==> src/rtl/result_display_driver.sv <==
// Purpose: converts an 8-bit result to 3-digit BCD and scans it onto a 3-digit common-cathode 7-segment display.
// Latency: bcd_valid_o pulses 9 enabled cycles after the accepting edge; seg_o is combinational from registered state.
// Backpressure: ready_o is high only in IDLE; valids seen while busy are dropped, not queued.
module result_display_driver #(
  parameter int unsigned SCAN_DIV = 1024
) (
  input  logic        clk,
  input  logic        rst_n,
  input  logic        ena,
  input  logic [7:0]  result_i,
  input  logic        result_valid_i,
  output logic        ready_o,
  output logic [11:0] bcd_o,
  output logic        bcd_valid_o,
  output logic [6:0]  seg_o,
  output logic [2:0]  digit_sel_o
);

  typedef enum logic [1:0] {
    IDLE    = 2'd0,
    CONVERT = 2'd1,
    DONE    = 2'd2
  } state_t;

  // Counter width kept at least 1 bit so SCAN_DIV = 1 still elaborates.
  localparam int unsigned     CW        = (SCAN_DIV > 1) ? $clog2(SCAN_DIV) : 1;
  localparam logic [CW-1:0]   SCAN_LAST = CW'(SCAN_DIV - 1);

  state_t        state_q, state_d;
  logic [7:0]    bin_q, bin_d;
  logic [11:0]   scratch_q, scratch_d;
  logic [3:0]    iter_q, iter_d;
  logic [11:0]   bcd_q, bcd_d;
  logic          bcd_valid_q, bcd_valid_d;
  logic [CW-1:0] scan_cnt_q, scan_cnt_d;
  logic [2:0]    digit_sel_q, digit_sel_d;
  logic [11:0]   scratch_adj;

  // Double-dabble correction: any BCD nibble of 5 or more gets +3 before the shift.
  function automatic logic [11:0] dabble_adjust(input logic [11:0] s);
    logic [11:0] r;
    r = s;
    for (int i = 0; i < 3; i++) begin
      if (s[4*i +: 4] >= 4'd5) begin
        r[4*i +: 4] = s[4*i +: 4] + 4'd3;
      end
    end
    return r;
  endfunction

  // Active-high common-cathode patterns, bit 0 = segment a.
  function automatic logic [6:0] seg_decode(input logic [3:0] n);
    logic [6:0] s;
    case (n)
      4'd0:    s = 7'h3F;
      4'd1:    s = 7'h06;
      4'd2:    s = 7'h5B;
      4'd3:    s = 7'h4F;
      4'd4:    s = 7'h66;
      4'd5:    s = 7'h6D;
      4'd6:    s = 7'h7D;
      4'd7:    s = 7'h07;
      4'd8:    s = 7'h7F;
      4'd9:    s = 7'h6F;
      default: s = 7'h00;
    endcase
    return s;
  endfunction

  assign scratch_adj = dabble_adjust(scratch_q);

  // Conversion FSM: accept in IDLE, eight adjust-and-shift steps, publish in DONE.
  always_comb begin
    state_d     = state_q;
    bin_d       = bin_q;
    scratch_d   = scratch_q;
    iter_d      = iter_q;
    bcd_d       = bcd_q;
    bcd_valid_d = 1'b0;
    if (ena) begin
      case (state_q)
        IDLE: begin
          if (result_valid_i) begin
            bin_d     = result_i;
            scratch_d = 12'd0;
            iter_d    = 4'd0;
            state_d   = CONVERT;
          end
        end
        CONVERT: begin
          {scratch_d, bin_d} = {scratch_adj[10:0], bin_q, 1'b0};
          iter_d             = iter_q + 4'd1;
          if (iter_q == 4'd7) begin
            state_d = DONE;
          end
        end
        DONE: begin
          bcd_d       = scratch_q;
          bcd_valid_d = 1'b1;
          state_d     = IDLE;
        end
        default: state_d = IDLE;
      endcase
    end
  end

  // Scan timer: each digit stays selected for SCAN_DIV enabled cycles, independent of the FSM.
  always_comb begin
    scan_cnt_d  = scan_cnt_q;
    digit_sel_d = digit_sel_q;
    if (ena) begin
      if (scan_cnt_q == SCAN_LAST) begin
        scan_cnt_d  = '0;
        digit_sel_d = {digit_sel_q[1:0], digit_sel_q[2]};
      end else begin
        scan_cnt_d = scan_cnt_q + 1'b1;
      end
    end
  end

  // State registers; reset leaves the display showing a single "0" on the units digit.
  always_ff @(posedge clk or negedge rst_n) begin
    if (!rst_n) begin
      state_q     <= IDLE;
      bin_q       <= 8'd0;
      scratch_q   <= 12'd0;
      iter_q      <= 4'd0;
      bcd_q       <= 12'd0;
      bcd_valid_q <= 1'b0;
      scan_cnt_q  <= '0;
      digit_sel_q <= 3'b001;
    end else begin
      state_q     <= state_d;
      bin_q       <= bin_d;
      scratch_q   <= scratch_d;
      iter_q      <= iter_d;
      bcd_q       <= bcd_d;
      bcd_valid_q <= bcd_valid_d;
      scan_cnt_q  <= scan_cnt_d;
      digit_sel_q <= digit_sel_d;
    end
  end

  // Segment decode with leading-zero blanking; units is never blanked so 0 still shows.
  always_comb begin
    logic [3:0] nibble;
    logic       blank;
    nibble = bcd_q[3:0];
    blank  = 1'b0;
    case (digit_sel_q)
      3'b010: begin
        nibble = bcd_q[7:4];
        blank  = (bcd_q[11:8] == 4'd0) && (bcd_q[7:4] == 4'd0);
      end
      3'b100: begin
        nibble = bcd_q[11:8];
        blank  = (bcd_q[11:8] == 4'd0);
      end
      default: begin
        nibble = bcd_q[3:0];
        blank  = 1'b0;
      end
    endcase
    seg_o = blank ? 7'h00 : seg_decode(nibble);
  end

  assign ready_o     = (state_q == IDLE);
  assign bcd_o       = bcd_q;
  assign bcd_valid_o = bcd_valid_q & ena;
  assign digit_sel_o = digit_sel_q;

endmodule
==> config.mk <==
export PLATFORM = sky130hd
export DESIGN_NAME = result_display_driver
export DESIGN_NICKNAME = d
export VERILOG_FILES = /design/src/rtl/result_display_driver.sv
export SDC_FILE = /design/constraint.sdc
export NUM_CORES = 1
export LEC_CHECK = 0
export CAP_MARGIN = 20
export CORE_MARGIN = 5
export CORE_UTILIZATION = 30
export CTS_BUF_LIST = sky130_fd_sc_hd__clkbuf_2 sky130_fd_sc_hd__clkbuf_4 sky130_fd_sc_hd__clkbuf_8
export CTS_CLUSTER_SIZE = 14
export DETAILED_ROUTE_END_ITERATION = 10
export PLACE_DENSITY = 0.48
export SLEW_MARGIN = 40
export SYNTH_ARGS = -nofsm -noshare
export SYNTH_HDL_FRONTEND = slang
export SYNTH_SLANG_ARGS = --single-unit
==> constraint.sdc <==
create_clock -name clk -period 4.5 [get_ports clk]
set_clock_uncertainty 0.1 [all_clocks]
set_input_delay 0.45 -clock clk [delete_from_list [all_inputs] [get_ports clk]]
set_output_delay 0.45 -clock clk [all_outputs]
set_load 0.01 [all_outputs]
Yosys cells after proc, flatten, opt, wreduce, memory -nomap -nowiden

Memories as Yosys holds them, arrays and structs flattened.
Cells that the tools add are included.

Register bits: 52
Input bits: 12
ROM bits: 112
Output and inout bits: 24
Memories: 1

Mux-type cells: 18
Eq/ne operators: 8
Reduce and logical (&&, ||, !) cells: 9
Magnitude comparators: 3
$add $sub $neg: 5
Bitwise operators: 1

Memories:

| memory          | words | width | rd ports | clocked after memory_dff | wr ports | line | RTL |
|---|---|---|---|---|---|---|---|
| (no name shown) | 16    | 7     | 1        | 0                        | 0        | 54   | `case (n)` |

Operators by type and width:

| operator                                                               | number |
|---|---|
| 12-bit case mux with 2 select lines                                    | 1 |
| 4-bit case mux with 2 select lines                                     | 2 |
| 8-bit case mux with 2 select lines                                     | 1 |
| 4-bit by 3-bit >= comparator with 1-bit output (second input constant) | 3 |
| 12-bit two-way mux                                                     | 1 |
| 4-bit two-way mux                                                      | 3 |
| 10-bit by 1-bit adder with 10-bit output (second input constant)       | 1 |
| 10-bit == test (second input constant)                                 | 1 |
| 10-bit two-way mux                                                     | 1 |
| 4-bit by 2-bit adder with 4-bit output (second input constant)         | 2 |
| 4-bit logical NOT                                                      | 2 |
| 8-bit two-way mux                                                      | 1 |
| 7-bit two-way mux                                                      | 1 |
| 3-bit AND reduction                                                    | 2 |
| 4-bit by 1-bit adder with 4-bit output (second input constant)         | 1 |
| 4-bit by 3-bit == test with 1-bit output (second input constant)       | 1 |
| 2-bit two-way mux                                                      | 2 |
| 2-bit inequality test (second input constant)                          | 2 |
| 2-bit case mux with 2 select lines                                     | 1 |
| 2-bit AND reduction                                                    | 2 |
| 3-bit by 2-bit adder with 3-bit output (second input constant)         | 1 |
| 3-bit by 2-bit == test with 1-bit output (second input constant)       | 1 |
| 3-bit == test (second input constant)                                  | 1 |
| 3-bit two-way mux                                                      | 1 |
| other kinds (8)                                                        | 9 |

Longest topological paths before layout

Word-level depth: 4
Depth in mapped cells: 9
Gate-level depth less buffers: 8

Least setup slack after synthesis

Ideal clock, no wire load.

Kind: flip-flop to output port
From: reg digit_sel_q[1] (netlist: digit_sel_o[1])
To: out seg_o[5]
Data required time: 3.950 ns
Stages on the path, launching flop included: 6
Data arrival time: 2.123 ns
Slack: 1.827 ns
Path through: dfrtp_1 -> buf_2 -> o311ai_0 -> inv_1 -> ha_1 -> o32ai_1

Word-level cells in the longest chain between the ends: 4
Elaborated cells on any way between the ends: 6
Classes of those cells: eq/ne (2); mux (3); memory (1)

RTL lines:

| element                                                                   | line | RTL |
|---|---|---|
| from (decl)                                                               | 36   | `logic [2:0] digit_sel_q, digit_sel_d;` |
| from (signal assigned)                                                    | 140  | `digit_sel_q <= digit_sel_d;` |
| 3-bit == test or 3-bit by 2-bit == test with 1-bit output (tied branches) | 150  | `case (digit_sel_q)` |
| 4-bit case mux with 2 select lines                                        | 150  |  |
| memory 16 x 7 bit                                                         | -    |  |
| 7-bit two-way mux (*)                                                     | 164  | `seg_o = blank ? 7'h00 : seg_decode(nibble);` |
| to (decl)                                                                 | 15   | `output logic [6:0] seg_o,` |

Every way passes the cells marked *; elsewhere a longest branch is shown, timed or not.

Final worst setup path

From: reg digit_sel_q[2] (netlist: digit_sel_o[2])
To: out seg_o[3]

Same word-level chain as after synthesis.

==> key figures <==
Critical path
  • Worst setup SP type: register
  • R2R setup slack: 2.59 ns
  • R2r startpoint: scan_cnt_q[0]$_DFFE_PN0P_
  • End of the worst register-to-register path: digit_sel_o[1]$_DFFE_PN0P_
  • Crit path required time: 3.95 ns
  • Worst Path Max Fanout: 17
  • Worst Reg-to-Reg Cells: 6
  • Worst Setup End Kind: output port
  • Critical path launch point: digit_sel_o[2]$_DFFE_PN0P_
  • Crit Path Class: register to output port
  • Arrival @ worst endpoint: 3.04 ns

STA
  • Final setup viols: 0
  • Unrepaired setup endpoints after global routing: no
  • Pins Over Slew Limit: 0
  • Hold Fails Final Rpt: 0
  • Slew @ Worst Pin: 0.731 ns
  • Post-route minimum period: 3.59 ns
  • Ratio of final minimum period to clock period: 79.8%
  • Fmax: 279 MHz
  • Relative slew slack: 50.5%
  • Setup TNS: 0 ns

Routing
  • WL/cell: 12.8 um
  • Routed Antenna Nets: 0
  • Routed wire length: 5780 um
  • 1st-pass router iterations: 4
  • Vias/cell: 4.72
  • Highest routed layer: met4
  • DR WL met2: 2530 um
  • M1 WL: 2930 um
  • # DRC: 0
  • DR vias: 2,139
  • Met3 wire length: 273 um
  • Initial drt markers: 93

Power and ir drop
  • Comb power frac: 35.4%
  • PwrDens: 448 nW/um2
  • Pwr Total: 1.53 mW
  • Pleak: 1.47 nW
  • Net load switching power: 0.555 mW
  • Switch share: 36.4%
  • VDD IR max: 0.179 mV
  • Clock power share: 18.5%
  • Sequential share of power: 46.1%
  • Internal power: 0.970 mW

Floorplan
  • DIE WIDTH: 108 um
  • Core area: 9240 um2
  • Die Y: 108 um
  • Row count: 35
  • Initial Util: 30.9%
  • Die ar.: 11,600 um2
  • # IOs: 36

Global routing
  • Gr usage total: 10.7%
  • Largest net degree at the start of global routing: 53
  • First-pass GRT wire length: 10,300 um
  • Global route overflow: 0
  • Initial antenna violation count: 0
  • Vias in the first global route: 2,091

Place
  • Placed wire-length estimate: 4230 um
  • Buffers on Ports: 35
  • Routability Congestion: 0.814

Status
  • Outcome: completed

Clock tree
  • Hold-fix buffers, CTS: 0
  • Number of H-tree levels: 2
  • Clock transition at the registers of the reported paths: 0.11 ns
  • Clock root cell: clkbuf_8
  • Clock sinks: 52
  • Setup Buffers After CTS: 0
  • Total CTS buffers: 5
  • Worst skew pair latency: 0.31 ns
  • Cts repair resizes: 0
  • Max Buffers Root-to-Sink: 2
  • CTS tree: built

Logic synthesis
  • Seq/Total Area, Yosys: 45.7%
  • Syn Area/Cell: 9.80 um2
  • Synth Net Count: 316
  • Ys async rst share: 100%
  • EDFF count, synth: 0
  • Syn. warnings: 0
  • Post-synth top flop: dfrtp_1
  • Number of library cell types mapped by synthesis: 43
  • Post-synthesis cell count: 291
  • Register bit total from synthesis: 52
  • Synthesized cell area: 2850 um2

Layout
  • Final Core Density: 36.9%
  • Antenna cell count: 0
  • Area growth, synth to finish: 19.4%
  • Final #Nets: 348
  • Layout cell share with drive strength beyond 1: 8.64%

Flow run
  • Max cap viols: 0

Hold path
  • Hold WC Path Type: primary input to async pin
## layout make-up
type	instances	area, um2
clock buffer	5	68.8
clock inverter	3	27.5
fill	969	5830
inverter	16	60.1
multi-input combinational	211	1430
sequential	52	1300
tap	129	161
timing repair buffer	37	360
## cells in the mapped netlist (3+ instances only)
cell | count | area [um2]
a21oi_1 | 10 | 50.1
a32o_1 | 3 | 30.0
buf_2 | 4 | 20.0
clkbuf_1 | 6 | 22.5
dfrtp_1 | 51 | 1280
ha_1 | 13 | 163
inv_1 | 16 | 60.1
mux2_2 | 10 | 113
mux2i_1 | 9 | 90.1
nand2_1 | 34 | 128
nand2b_1 | 4 | 25.0
nand3_1 | 8 | 40.0
nand4_1 | 3 | 18.8
nor2_1 | 15 | 56.3
nor2b_1 | 7 | 43.8
nor3_1 | 9 | 45.0
o21ai_0 | 39 | 195
o32ai_1 | 6 | 52.6
xnor2_1 | 8 | 70.1
xor2_1 | 5 | 43.8
## cell families (layout without fill, tap and decap cells)
kind of cell / Yosys count / in the layout / synth area share (%)
adder cells (fa/ha/maj): 13 / 13 / 5.70
flip-flops: 52 / 52 / 45.7
buffers and inverters: 28 / 61 / 4.39
AND/OR/NAND/NOR: 91 / 91 / 16.0
multiplexers: 19 / 19 / 7.11
XOR/XNOR: 13 / 13 / 3.99
AO/OA/AOI/OAI: 75 / 75 / 17.2
## state kept, by name, summed over array words and instances (netlist names)
signal	count
iter_q	4
bin_q	8
scan_cnt_q	10
state_q	2
bcd_valid_q	1
scratch_q	12
digit_sel_o	3
bcd_o	12
## power groups by stage
stage / combinational (mW) / sequential [mW] / clock, mW
2_1_floorplan: 0.395 / 0.678 / 0
3_3_place_gp: 0.545 / 0.713 / 0
3_5_place_dp: 0.550 / 0.713 / 0
4_1_cts: 0.551 / 0.704 / 0.296
5_1_grt: 0.622 / 0.728 / 0.313
6_report: 0.540 / 0.703 / 0.282
## layout by cell type (no fill, tap or decap), types with 2 or more instances in the layout
| cell type | instances |
|---|---|
| o31ai_1 | 2 |
| clkdlybuf4s50_1 | 34 |
| nand2b_1 | 4 |
| o21ai_0 | 38 |
| o311ai_1 | 2 |
| nand3b_1 | 2 |
| a22o_1 | 2 |
| nand4_1 | 3 |
| buf_4 | 2 |
| ha_1 | 13 |
| clkbuf_8 | 5 |
| nand3_1 | 8 |
| a31oi_1 | 2 |
| nor2_1 | 15 |
| o21bai_1 | 2 |
| or3_1 | 2 |
| nand2_1 | 34 |
| o22a_1 | 2 |
| nor3_1 | 9 |
| o32ai_1 | 6 |
| mux2i_1 | 9 |
| mux2_2 | 10 |
| xnor2_1 | 8 |
| xor2_1 | 5 |
| a32o_1 | 3 |
| inv_1 | 16 |
| dfrtp_1 | 51 |
| a21oi_1 | 10 |
| nor2b_1 | 7 |
## per-layer routing
layer,GRT usage (%),up-vias
li1,-,1096
met2,17.1,31
met5,0,-
met4,2.16,0
met1,14.6,1008
met3,2.76,4
## metrics by stage
step                area, um2  hold WS, ns  setup slack, ns  cells
finish                   3410        0.143            0.909    453
global route             3410        0.209            0.599    453
CTS                      3410        0.171            0.854    453
detailed placement       3310        0.375             1.25    445
global placement         3310        0.369             1.12    445
floorplan                2850       0.0544             1.83    291
## worst max path at each step
stage | end | slack [ns] | cells past startpoint
finish | seg_o[3] | 0.91 | 7
global route | seg_o[5] | 0.60 | 6
CTS | seg_o[3] | 0.85 | 7
detailed placement | seg_o[3] | 1.25 | 7
global placement | seg_o[6] | 1.12 | 6
floorplan | seg_o[5] | 1.83 | 5
## critical path: stages (launching register included)
cell             delay (ns)
dfrtp_1                0.68
nand2b_4               0.12
o22a_1                 0.20
o221ai_2               0.40
inv_1                  0.15
ha_1                   0.33
o32ai_1                0.28
clkdlybuf4s50_1        0.58
No activity file was read; power rests on OpenSTA's default activity.
